--- src/rtl/multicycle_control.sv ---
// Multi-cycle MIPS main control FSM: sequences fetch/decode/execute/memory/writeback
// and drives datapath strobes. Optional trap on undefined opcodes: MULTICYCLE_CONTROL_ILLEGAL_TRAP_EN.
module multicycle_control #(
    parameter int unsigned ALUOP_W     = 2,
    parameter int unsigned MEM_TIMEOUT = 15
) (
    input  logic               clk_i,
    input  logic               rst_n_i,
    input  logic               start_i,
    input  logic [5:0]         Op_i,
    input  logic               Zero_i,
    input  logic               mem_ack_i,
    output logic               PCWrite_o,
    output logic               IorD_o,
    output logic               MemRead_o,
    output logic               MemWrite_o,
    output logic               IRWrite_o,
    output logic               MDRWrite_o,
    output logic               RegDst_o,
    output logic               MemtoReg_o,
    output logic               RegWrite_o,
    output logic               ALUSrcA_o,
    output logic [1:0]         ALUSrcB_o,
    output logic [ALUOP_W-1:0] ALUOp_o,
    output logic [1:0]         PCSource_o,
    output logic [3:0]         state_o,
    output logic               timeout_o,
    output logic               illegal_o
);

    localparam int unsigned CNT_W = 8;

    localparam logic [CNT_W-1:0]   TIMEOUT_CNT = CNT_W'(MEM_TIMEOUT);
    localparam logic [ALUOP_W-1:0] ALU_ADD     = ALUOP_W'(0);
    localparam logic [ALUOP_W-1:0] ALU_SUB     = ALUOP_W'(1);
    localparam logic [ALUOP_W-1:0] ALU_FUNCT   = ALUOP_W'(3);

    localparam logic [5:0] OP_RTYPE = 6'b000000;
    localparam logic [5:0] OP_ADDI  = 6'b001000;
    localparam logic [5:0] OP_LW    = 6'b100011;
    localparam logic [5:0] OP_SW    = 6'b101011;
    localparam logic [5:0] OP_BEQ   = 6'b000100;
    localparam logic [5:0] OP_J     = 6'b000010;

    typedef enum logic [3:0] {
        S_IDLE     = 4'd0,
        S_FETCH    = 4'd1,
        S_DECODE   = 4'd2,
        S_EXEC_R   = 4'd3,
        S_EXEC_I   = 4'd4,
        S_MEM_ADDR = 4'd5,
        S_MEM_RD   = 4'd6,
        S_MEM_WR   = 4'd7,
        S_WB_R     = 4'd8,
        S_WB_I     = 4'd9,
        S_WB_MEM   = 4'd10,
        S_BRANCH   = 4'd11,
        S_JUMP     = 4'd12,
        S_TIMEOUT  = 4'd13,
        S_TRAP     = 4'd14
    } state_e;

    state_e           state_q, state_d;
    logic [CNT_W-1:0] wait_cnt_q, wait_cnt_d;
    logic             timeout_q, timeout_d;
    logic             wait_expired;

`ifdef MULTICYCLE_CONTROL_ILLEGAL_TRAP_EN
    logic illegal_q, illegal_d;
    assign illegal_o = illegal_q;
`else
    assign illegal_o = 1'b0;
`endif

    assign state_o      = state_q;
    assign timeout_o    = timeout_q;
    assign wait_expired = (wait_cnt_q == TIMEOUT_CNT);

    // State register, memory wait counter and sticky flags
    always_ff @(posedge clk_i or negedge rst_n_i) begin
        if (!rst_n_i) begin
            state_q    <= S_IDLE;
            wait_cnt_q <= '0;
            timeout_q  <= 1'b0;
`ifdef MULTICYCLE_CONTROL_ILLEGAL_TRAP_EN
            illegal_q  <= 1'b0;
`endif
        end else begin
            state_q    <= state_d;
            wait_cnt_q <= wait_cnt_d;
            timeout_q  <= timeout_d;
`ifdef MULTICYCLE_CONTROL_ILLEGAL_TRAP_EN
            illegal_q  <= illegal_d;
`endif
        end
    end

    // Next state and state-decoded strobes; counter clears whenever it is not explicitly advanced
    always_comb begin
        state_d    = state_q;
        wait_cnt_d = '0;
        PCWrite_o  = 1'b0;
        IorD_o     = 1'b0;
        MemRead_o  = 1'b0;
        MemWrite_o = 1'b0;
        IRWrite_o  = 1'b0;
        MDRWrite_o = 1'b0;
        RegDst_o   = 1'b0;
        MemtoReg_o = 1'b0;
        RegWrite_o = 1'b0;
        ALUSrcA_o  = 1'b0;
        ALUSrcB_o  = 2'b00;
        ALUOp_o    = ALU_ADD;
        PCSource_o = 2'b00;

        unique case (state_q)
            S_IDLE: begin
                if (start_i) state_d = S_FETCH;
            end
            S_FETCH: begin
                MemRead_o = 1'b1;
                ALUSrcB_o = 2'b01;
                if (mem_ack_i) begin
                    IRWrite_o = 1'b1;
                    PCWrite_o = 1'b1;
                    state_d   = S_DECODE;
                end else if (wait_expired) begin
                    state_d = S_TIMEOUT;
                end else begin
                    wait_cnt_d = wait_cnt_q + CNT_W'(1);
                end
            end
            S_DECODE: begin
                ALUSrcB_o = 2'b11;
                case (Op_i)
                    OP_RTYPE:     state_d = S_EXEC_R;
                    OP_ADDI:      state_d = S_EXEC_I;
                    OP_LW, OP_SW: state_d = S_MEM_ADDR;
                    OP_BEQ:       state_d = S_BRANCH;
                    OP_J:         state_d = S_JUMP;
`ifdef MULTICYCLE_CONTROL_ILLEGAL_TRAP_EN
                    default:      state_d = S_TRAP;
`else
                    default:      state_d = S_FETCH;
`endif
                endcase
            end
            S_EXEC_R: begin
                ALUSrcA_o = 1'b1;
                ALUOp_o   = ALU_FUNCT;
                state_d   = S_WB_R;
            end
            S_WB_R: begin
                RegDst_o   = 1'b1;
                RegWrite_o = 1'b1;
                state_d    = S_FETCH;
            end
            S_EXEC_I: begin
                ALUSrcA_o = 1'b1;
                ALUSrcB_o = 2'b10;
                state_d   = S_WB_I;
            end
            S_WB_I: begin
                RegWrite_o = 1'b1;
                state_d    = S_FETCH;
            end
            S_MEM_ADDR: begin
                ALUSrcA_o = 1'b1;
                ALUSrcB_o = 2'b10;
                state_d   = (Op_i == OP_SW) ? S_MEM_WR : S_MEM_RD;
            end
            S_MEM_RD: begin
                MemRead_o = 1'b1;
                IorD_o    = 1'b1;
                if (mem_ack_i) begin
                    MDRWrite_o = 1'b1;
                    state_d    = S_WB_MEM;
                end else if (wait_expired) begin
                    state_d = S_TIMEOUT;
                end else begin
                    wait_cnt_d = wait_cnt_q + CNT_W'(1);
                end
            end
            S_MEM_WR: begin
                MemWrite_o = 1'b1;
                IorD_o     = 1'b1;
                if (mem_ack_i) begin
                    state_d = S_FETCH;
                end else if (wait_expired) begin
                    state_d = S_TIMEOUT;
                end else begin
                    wait_cnt_d = wait_cnt_q + CNT_W'(1);
                end
            end
            S_WB_MEM: begin
                MemtoReg_o = 1'b1;
                RegWrite_o = 1'b1;
                state_d    = S_FETCH;
            end
            S_BRANCH: begin
                ALUSrcA_o  = 1'b1;
                ALUOp_o    = ALU_SUB;
                PCSource_o = 2'b01;
                PCWrite_o  = Zero_i;
                state_d    = S_FETCH;
            end
            S_JUMP: begin
                PCSource_o = 2'b10;
                PCWrite_o  = 1'b1;
                state_d    = S_FETCH;
            end
            S_TIMEOUT, S_TRAP: begin
                state_d = state_q;
            end
            default: begin
                state_d = S_IDLE;
            end
        endcase

        timeout_d = timeout_q | (state_d == S_TIMEOUT);
`ifdef MULTICYCLE_CONTROL_ILLEGAL_TRAP_EN
        illegal_d = illegal_q | (state_d == S_TRAP);
`endif
    end

endmodule

--- config.mk ---
export PLATFORM = sky130hd
export DESIGN_NAME = multicycle_control
export DESIGN_NICKNAME = d
export VERILOG_FILES = /design/src/rtl/multicycle_control.sv
export SDC_FILE = /design/constraint.sdc
export NUM_CORES = 1
export LEC_CHECK = 0
export ABC_AREA = 1
export BUFFER_PORTS_ARGS = -buffer_cell sky130_fd_sc_hd__buf_2
export CAP_MARGIN = 40
export CORE_AREA = 2 2 52 54
export CTS_CLUSTER_SIZE = 16
export DETAILED_ROUTE_END_ITERATION = 16
export DIE_AREA = 0 0 54 56
export PLACE_DENSITY = 0.73
export SLEW_MARGIN = 0
export SYNTH_ARGS = -nofsm -noshare
export SYNTH_HDL_FRONTEND = slang
export SYNTH_SLANG_ARGS = --single-unit
export TNS_END_PERCENT = 30
--- constraint.sdc ---
create_clock -name clk_i -period 1.25 [get_ports clk_i]
set_input_delay 0.125 -clock clk_i [delete_from_list [all_inputs] [get_ports clk_i]]
set_output_delay 0.125 -clock clk_i [all_outputs]
set_load 0.005 [all_outputs]
==> impl_metrics.json <==
{
  "complex_gate_fraction_of_the_synthesized_area_pct": 8.766,
  "clockRootBuffer": "clkbuf_4",
  "timing.hold.worst.class": "in2async",
  "slowest_cell_on_crit_path": "dfrtp_2",
  "setup.reg_to_reg.worst_slack_ps": -240,
  "regArea_um2": 329.1,
  "synth.area.mux_share_pct": 0,
  "synth-xor-area-share_pct": 2.422,
  "area_delta_synth_final_pct": 53.40,
  "holdWs_ps": 265.5,
  "rsz0062_at_grt": "true",
  "synth-edff-count": 0,
  "switchingPower_mw": 1.157,
  "synthesis.area_per_instance_um2": 6.780,
  "ys_seq_elements": 13,
  "cts.reportedPaths.clkPinSlew_ps": 70,
  "cts_tree": "built",
  "async_reset_ff_share_pct": 100.0,
  "layout.filler_cells": 205,
  "hpwlAfterDp_um": 2392,
  "outcome": "finished, violations left",
  "grtUsageTotal_pct": 22.19,
  "drt-vias-per-instance": 4.923,
  "main_combinational_cell_family_by_area_after_synthesis": "simple AND/OR/NAND/NOR gates",
  "crit_required_ps": 1120,
  "ys.warnings.count": 0,
  "setup-tns-final_ps": -4713,
  "worstSetupStartpointType": "register",
  "top_level_ports": 33,
  "multiInputGateArea_um2": 701.9,
  "clock_skew_ps": 1.895,
  "grt_first_pass_wirelength_um": 5085,
  "core_region_area_mm2": 0.002432,
  "failing_checks": "setup timing",
  "portion_of_total_power_attributed_to_sequential_cells_pct": 23.9,
  "hold_viol": 0,
  "final_util_pct": 68.42,
  "diodes": 0,
  "netlist_instances": 160,
  "worst_ir_drop_vdd_mv": 0.9424,
  "detail_route.iter0.violations": 44,
  "mappedNetlistNets": 172,
  "period_share_pct": 123.8,
  "crit_type": "reg2out",
  "total_leakage_power_nw": 0.9448,
  "placement.io_buffers": 31,
  "cts_buffers": 3,
  "timing.critical_path.to_type": "output pin",
  "first_pass_iters": 7,
  "drive_above_1_share_pct": 50.43,
  "worstPathCellList": "inv_4, nor2_8, nand3_2, inv_2, a211o_1, buf_2",
  "cts_max_path_buffers": 2,
  "clock_tree.htree_level_count": 1,
  "yosysSeqAreaShare_pct": 29.99,
  "post_synth_num_cell_types": 30,
  "finalSetupViolations": 29,
  "drc": 0,
  "fp.dieW_um": 54,
  "p_comb_share_pct": 66.7,
  "share_clk_of_total_power_pct": 9.4,
  "dp_slack_ps": -212.2,
  "floorplan.die_area_mm2": 0.003024,
  "routed-via-count": 1280,
  "synthAdderAreaFrac_pct": 1.153,
  "syn-cell-area_mm2": 0.001085,
  "finalWorstSetupSlack_ps": -297.1,
  "finalWeightedCongestion": 0.8685,
  "post_synth_and_or_nand_nor_area_fraction_pct": 44.87,
  "critPathMaxStageDelay_ps": 500,
  "cts_num_sinks": 13,
  "critPathTopFamily": "flip-flops",
  "yosys_most_used_dff": "dfrtp_1",
  "pwr_density_cell_mw_per_mm2": 1573,
  "grt_max_degree": 14,
  "critical_path.n_buffers_inverters": 3,
  "die_height_um": 56,
  "global_route.overflow_total": 0,
  "initial_core_util_pct": 44.60,
  "min_period_ps": 1547,
  "power_switching_share_pct": 44.18,
  "cp.arrival_ps": 1420,
  "ant_nets": 0,
  "worstSkewPairLatency_ps": 270,
  "nets": 243,
  "routedWlPerCell_um": 12.22,
  "max-cap-violations": 0,
  "grt_pass1_vias": 1238,
  "route.final.wire_length_um": 3178,
  "cp_max_fo": 6,
  "placementRows": 18,
  "max_clock_freq_mhz": 646.4,
  "power_report.internal_total_mw": 1.461,
  "initial_antenna_violation_count": 0,
  "finalMaxSlewViolations": 0
}
## power groups by stage
stage / sequential, mW / clock, mW / combinational [mW]
final: 0.627 / 0.245 / 1.75
after global routing: 0.638 / 0.283 / 1.89
after CTS: 0.611 / 0.255 / 1.62
after detailed placement: 0.596 / 0 / 1.36
after global placement: 0.583 / 0 / 1.32
after floorplan: 0.576 / 0 / 0.785
## worst reg2reg max path, delay by kind of cell, from the launching register on
family          cells  cell delay (ps)
buf+inv             1              130
compound gates      2              310
flops               1              480
simple gates        5              500
## state kept, by name (all words and copies together), names as in the netlist
| name | cells |
|---|---|
| timeout_o | 1 |
| state_o | 4 |
| wait_cnt_q | 8 |
## layout make-up
cell class / count / area share, %
Clock buffer: 4 / 1.579
Inverter: 28 / 6.466
Sequential cell: 13 / 19.77
Multi-Input combinational cell: 116 / 42.18
Timing Repair Buffer: 69 / 27.74
Tap cell: 30 / 2.256
## kinds of logic (layout without fill, tap and decap cells)
group	Yosys count	count (layout)
other	1	1
adders and majority gates	1	1
buffers and inverters	31	101
and+or+nand+nor	97	97
xor gates and xnor gates	3	3
AOI/OAI and AO/OA	14	14
DFF	13	13
## timing repair
action	CTS	global route
hold endpoints to repair	13	0
buffers inserted	7	1
hold buffers	1	0
resized for setup	23	9
setup endpoints to repair	29	29
pin swaps	11	1
## per-stage QoR
stage	instances	power (mW)	area, µm²
floorplan	160	1.361	1092
global route	260	2.812	1664
finish	260	2.618	1664
detailed placement	247	1.951	1473
global placement	247	1.905	1473
CTS	259	2.481	1624
## layer usage
layer | vias to the layer above | GRT usage [%] | wire length (µm)
met5 | - | 0 | 0
li1 | 631 | - | -
met3 | 8 | 2.688 | 163
met1 | 599 | 23.49 | 1213
met2 | 42 | 40.94 | 1737
met4 | 0 | 10.71 | 64
## cells in the mapped netlist, types with 2 or more instances
cell | number | share of area, %
nor2_1 | 35 | 12
nand2_1 | 31 | 11
inv_1 | 23 | 8.0
dfrtp_1 | 13 | 30
nand3_1 | 13 | 6.0
inv_2 | 5 | 1.7
nand3_2 | 5 | 4.6
o21ai_0 | 4 | 1.8
a21oi_1 | 3 | 1.4
buf_6 | 2 | 2.1
nand2_2 | 2 | 1.2
nand2_4 | 2 | 2.1
nor2_2 | 2 | 1.2
nor2_4 | 2 | 2.1
nor3b_1 | 2 | 1.4
xor2_1 | 2 | 1.6
## path summary, 6_finish.rpt
kind	startpoint	end	depth (start not counted)
max in group asynchronous	rst_n_i	state_o[2]$_DFF_PN0_	2
max	state_o[0]$_DFF_PN0_	PCWrite_o	6
min in group clk_i	start_i	state_o[0]$_DFF_PN0_	5
min reg2reg	timeout_o$_DFF_PN0_	timeout_o$_DFF_PN0_	2
min	rst_n_i	wait_cnt_q[5]$_DFF_PN0_	2
max reg2reg	state_o[3]$_DFF_PN0_	timeout_o$_DFF_PN0_	8
## cell usage in the layout, fill, tap and decap left out, drive strengths merged
cell and instances:
nand2 35, inv 28, a211o 1, o21a 1, conb 1, o22ai 1
dfrtp 13, buf 68, nand4 1, xor2 2, xnor2 1, ha 1
clkbuf 4, nor2 40, nor3b 3, dlygate4sd3 1, a21oi 4, nand3 18
o211ai 1, o21ai 6
Power figures use the tool's default switching activity.
